## config.mk

```make
export PLATFORM = sky130hd
export DESIGN_NAME = moore_seq_detector
export DESIGN_NICKNAME = d
export VERILOG_FILES = /design/src/rtl/moore_seq_detector_pkg.sv /design/src/rtl/moore_seq_detector.sv
export SDC_FILE = /design/constraint.sdc
export NUM_CORES = 1
export LEC_CHECK = 0
export CAP_MARGIN = 15
export CELL_PAD_IN_SITES_DETAIL_PLACEMENT = 2
export CELL_PAD_IN_SITES_GLOBAL_PLACEMENT = 2
export CORE_AREA = 2 2 39 41
export CTS_CLUSTER_DIAMETER = 80
export CTS_CLUSTER_SIZE = 24
export DETAILED_ROUTE_END_ITERATION = 8
export DIE_AREA = 0 0 41 43
export PLACE_DENSITY_LB_ADDON = 0.25
export REMOVE_ABC_BUFFERS = 1
export SLEW_MARGIN = 20
export SYNTH_ARGS = -nofsm -noshare
export SYNTH_HDL_FRONTEND = slang
export SYNTH_SLANG_ARGS = --single-unit
```

## constraint.sdc

```tcl
create_clock -name clk_i -period 1.3 [get_ports clk_i]
set_input_delay 0.26 -clock clk_i [delete_from_list [all_inputs] [get_ports clk_i]]
set_output_delay 0.26 -clock clk_i [all_outputs]
set_load 0.02 [all_outputs]
```

## src/rtl/moore_seq_detector_pkg.sv

```systemverilog
// Shared definitions for the overlapping serial pattern detector.
// next_state() derives each transition from the pattern itself, so a new
// pattern only needs a different parameter.
package moore_seq_detector_pkg;

  localparam int DEFAULT_PAT_LEN = 5;
  localparam logic [DEFAULT_PAT_LEN-1:0] DEFAULT_PATTERN = 5'b10110;
  localparam int STATE_W = $clog2(DEFAULT_PAT_LEN + 1);
  localparam int MAX_PAT_LEN = 32;

  // State k means "the first k pattern bits have been seen". The successor
  // is the longest pattern prefix that is a suffix of (those k bits, then
  // bit_i). Because k = pat_len is allowed, overlapping matches continue.
  // Codes above pat_len are not real states and fall back to 0.
  function automatic int next_state(
    input int                     state,
    input logic                   bit_i,
    input int                     pat_len = DEFAULT_PAT_LEN,
    input logic [MAX_PAT_LEN-1:0] pattern = MAX_PAT_LEN'(DEFAULT_PATTERN)
  );
    int   best;
    int   si;
    logic ok;
    logic sb;
    if (state < 0 || state > pat_len) return 0;
    best = 0;
    for (int j = 1; j <= pat_len; j++) begin
      if (j <= state + 1) begin
        ok = 1'b1;
        for (int i = 0; i < j; i++) begin
          si = state + 1 - j + i;
          sb = (si == state) ? bit_i : pattern[pat_len-1-si];
          if (sb != pattern[pat_len-1-i]) ok = 1'b0;
        end
        if (ok) best = j;
      end
    end
    return best;
  endfunction

endpackage

```

## src/rtl/moore_seq_detector.sv

```systemverilog
// Moore detector for a fixed serial bit pattern, with overlapping matches.
// The pattern MSB is the first bit received. pattern_o is a decode of the
// state register, so d_i and valid_i have no combinational path to it.
module moore_seq_detector
  import moore_seq_detector_pkg::*;
#(
  parameter int                 PAT_LEN = DEFAULT_PAT_LEN,
  parameter logic [PAT_LEN-1:0] PATTERN = PAT_LEN'(DEFAULT_PATTERN)
) (
  input  logic clk_i,
  input  logic rst_i,
  input  logic valid_i,
  input  logic d_i,
  output logic pattern_o
);

  localparam int SW = $clog2(PAT_LEN + 1);
  localparam int NUM_ENC = 2 ** SW;
  localparam logic [SW-1:0] S0 = '0;
  localparam logic [SW-1:0] S_LEN = SW'(PAT_LEN);

  logic [SW-1:0] r_state;
  logic [SW-1:0] w_nextState;
  logic [SW-1:0] w_nsTable [NUM_ENC][2];

  // The transition table is built at elaboration time. It covers every
  // encoding, so indexing with r_state can never leave the array.
  for (genvar s = 0; s < NUM_ENC; s++) begin : g_state
    for (genvar b = 0; b < 2; b++) begin : g_bit
      localparam int NS = next_state(s, 1'(b), PAT_LEN, MAX_PAT_LEN'(PATTERN));
      assign w_nsTable[s][b] = SW'(NS);
    end
  end

  // State register. Reset is asynchronous and forces the no-match state
  // at once, so no partial match survives a reset.
  always_ff @(posedge clk_i or negedge rst_i) begin
    if (!rst_i) begin
      r_state <= S0;
    end else begin
      r_state <= w_nextState;
    end
  end

  // Next-state selection and match decode. An illegal code returns to S0
  // whether or not valid_i is high. A valid bit advances the FSM through
  // the table. Otherwise the state holds.
  always_comb begin
    w_nextState = r_state;
    if (int'(r_state) > PAT_LEN) begin
      w_nextState = S0;
    end else if (valid_i) begin
      w_nextState = w_nsTable[r_state][d_i];
    end
    pattern_o = (r_state == S_LEN);
  end

endmodule

```

==> results.py <==
metrics = {
    "status": {
        "status": "finished, final reports clean",
    },
    "timing": {
        "drv_slew": 0,
        "final-hold-violation-count": 0,
        "tightest_slew_ns": 0.259,
        "min_period_ns": 1.25,
        "rsz0062_at_grt": "yes",
        "fin_crit_sh_pct": 96.1,
        "setup_viol": 0,
        "clock.fmax_mhz": 801,
        "relSlewSlack_pct": 82.7,
        "timing.hold.ws_ns": 0.213,
        "finalClockSkew_ns": 0.00229,
    },
    "critical_path": {
        "critPathKind": "reg -> out",
        "arrival_ns": 0.99,
        "path_buf_inv": 1,
        "cp.required_ns": 1.04,
        "cpMaxStageDelayCell": "dfrtp_1",
        "cp-end-kind": "output pin",
        "worstPathCellList": "nor2b_4 -> and2_4 -> buf_6",
        "path_max_fanout": 2,
        "critPathMaxStageDelay_ns": 0.40,
        "cp-start-kind": "flop",
        "crit_family": "flip-flops",
    },
    "clock_tree": {
        "clock_latency_ns": 0.23,
        "cts_inserted_buffers": 3,
        "cts_tree": "built",
        "cts_buffer_depth": 2,
        "cts-root-buf": "clkbuf_4",
        "postCtsSetupRepairBufs": 0,
        "cts_hold_buf": 0,
        "cts.sinks": 3,
        "cts_max_level": 1,
        "clk_pin_slew_ns": 0.04,
    },
    "floorplanning": {
        "die_h_um": 43,
        "start_util_pct": 12.7,
        "die_w_um": 41,
        "fp.coreArea_sq_um": 1380,
        "num_rows": 14,
        "ios": 5,
        "die-area_sq_um": 1760,
    },
    "place": {
        "place_inst": 42,
        "place_congestion": 0.721,
        "dpl.hpwl_um": 373,
        "port_buffers": 4,
    },
    "logic_synthesis": {
        "synth_sequential_area_ratio_pct": 42.6,
        "async_reset_ff_share_pct": 100,
        "synth_seq_cells": 3,
        "syn_area_sq_um": 176,
        "synth_top_area_share_pct": 42.6,
        "syn_area_per_cell_sq_um": 9.80,
        "synth_edf_count": 0,
        "synth_cells": 18,
        "yosys-top-cells-count": "dfrtp_1, o21ai_0, and2_1, inv_1",
        "yosys-top-cells-area": "dfrtp_1, o21ai_0, nor2b_4",
        "yosys.area.top_type": "dfrtp_1",
        "yosys_warnings": 0,
        "synthFlopType": "dfrtp_1",
        "synth.distinct_cells": 12,
    },
    "grt": {
        "grt_pass1_vias": 177,
        "grt.overflow.total": 0,
        "antenna_found_initial": 0,
        "grt_pass1_wl_um": 738,
        "grt_usage_pct": 6.73,
        "grt_max_degree": 8,
    },
    "pwr": {
        "power_density_nw_per_um2": 1840,
        "peakVddDrop_mv": 0.626,
        "p_leak_nw": 0.141,
    },
    "routing": {
        "ant_nets": 0,
        "drt_iter0_markers": 8,
        "routed_via_density": 4.02,
        "wl_per_cell_um": 9.80,
        "wl_um": 451,
        "drc": 0,
        "firstDrtPassIters": 4,
        "vias": 185,
    },
    "finish": {
        "fillers": 161,
        "drive_gt1_share_pct": 33.3,
        "biggestRegsByFlops": "r_state (3)",
        "top_register": "r_state",
        "final_cells": 46,
        "largest_reg_flops": 3,
        "insertedDiodeCount": 0,
        "area_growth_pct": 68.1,
        "layout.nets": 35,
    },
    "job": {
        "maxCapViolCount": 0,
    },
    "worst_hold_path": {
        "hp-class": "in -> async",
    },
}
-- final cells by class --
type | count | area (sq um) | area share, %
Sequential cell | 3 | 75.1 | 25.3
Inverter | 2 | 7.51 | 2.53
Multi-Input combinational cell | 13 | 96.3 | 32.5
Timing Repair Buffer | 8 | 71.3 | 24.1
Clock buffer | 4 | 26.3 | 8.86
Tap cell | 16 | 20.0 | 6.75
-- path summary, 6_finish.rpt --
check / startpoint / endpoint / cells past startpoint / slack [ns]
worst max-delay path: r_state[1] / pattern_o / 3 / 0.05
worst min-delay path: rst_i / r_state[1] / 1 / 0.21
worst max register to register: r_state[2] / r_state[1] / 4 / 0.21
worst min register to register: r_state[2] / r_state[0] / 2 / 0.61
max in group asynchronous: rst_i / r_state[0] / 1 / 0.94
min in group clk_i: r_state[2] / r_state[0] / 2 / 0.61
-- per-stage QoR --
step	worst slack, ns	total power [W]	instance area (sq um)	setup TNS (ns)	utilization, %
floorplan	0.286	0.000265	176	0	-
global placement	-0.174	0.000374	267	-0.303	19.3
detailed placement	-0.185	0.000382	267	-0.351	19.3
CTS	0.00588	0.000552	294	0	21.2
global route	-0.00281	0.000592	297	-0.00281	21.4
finish	0.0509	0.000545	297	0	21.4
-- metal layers --
metal | wire [um] | global-route usage, % | vias to the layer above | part of all wire (%)
met5 | 0 | 0 | - | 0
met3 | 20 | 4.71 | 0 | 4.4
met1 | 199 | 7.74 | 92 | 44
met4 | 0 | 4.00 | 0 | 0
li1 | - | - | 90 | -
met2 | 231 | 8.75 | 3 | 51
-- kinds of logic after synthesis --
logic type / count (synthesis) / share of synthesized area [%]
buf+inv: 2 / 4.26
compound gates: 7 / 29.1
simple gates: 6 / 24.1
flops: 3 / 42.6
-- power by group --
group	switching (W)	internal (W)
clock network	0.0000454	0.000115
registers	0.0000265	0.000131
logic	0.0000944	0.000133
-- worst register-to-register path: cells and delay by family, from the launching register on --
kind	cells	cell delay, ns
DFF	1	0.37
AOI/OAI and AO/OA	2	0.34
and+or+nand+nor	1	0.13
buffers and inverters	1	0.13
-- cells in the final DEF, fill, tap and decap left out --
cell type / n
buf_6: 1
clkbuf_4: 3
nor2b_1: 1
a222oi_1: 1
a21o_1: 1
nor2_1: 1
and2_1: 1
o21ai_0: 3
clkbuf_1: 1
inv_1: 2
a22o_1: 1
a32o_1: 1
buf_4: 4
nand2b_1: 1
and2_4: 1
dfrtp_1: 3
nor2b_4: 1
clkdlybuf4s50_1: 3
-- repair_timing --
item | 4_1_cts | 5_1_grt
pin swaps | 0 | 1
setup endpoints to repair | 1 | 1
hold endpoints to repair | 0 | 0
resized for setup | 6 | 1
Power figures use the tool's default switching activity.
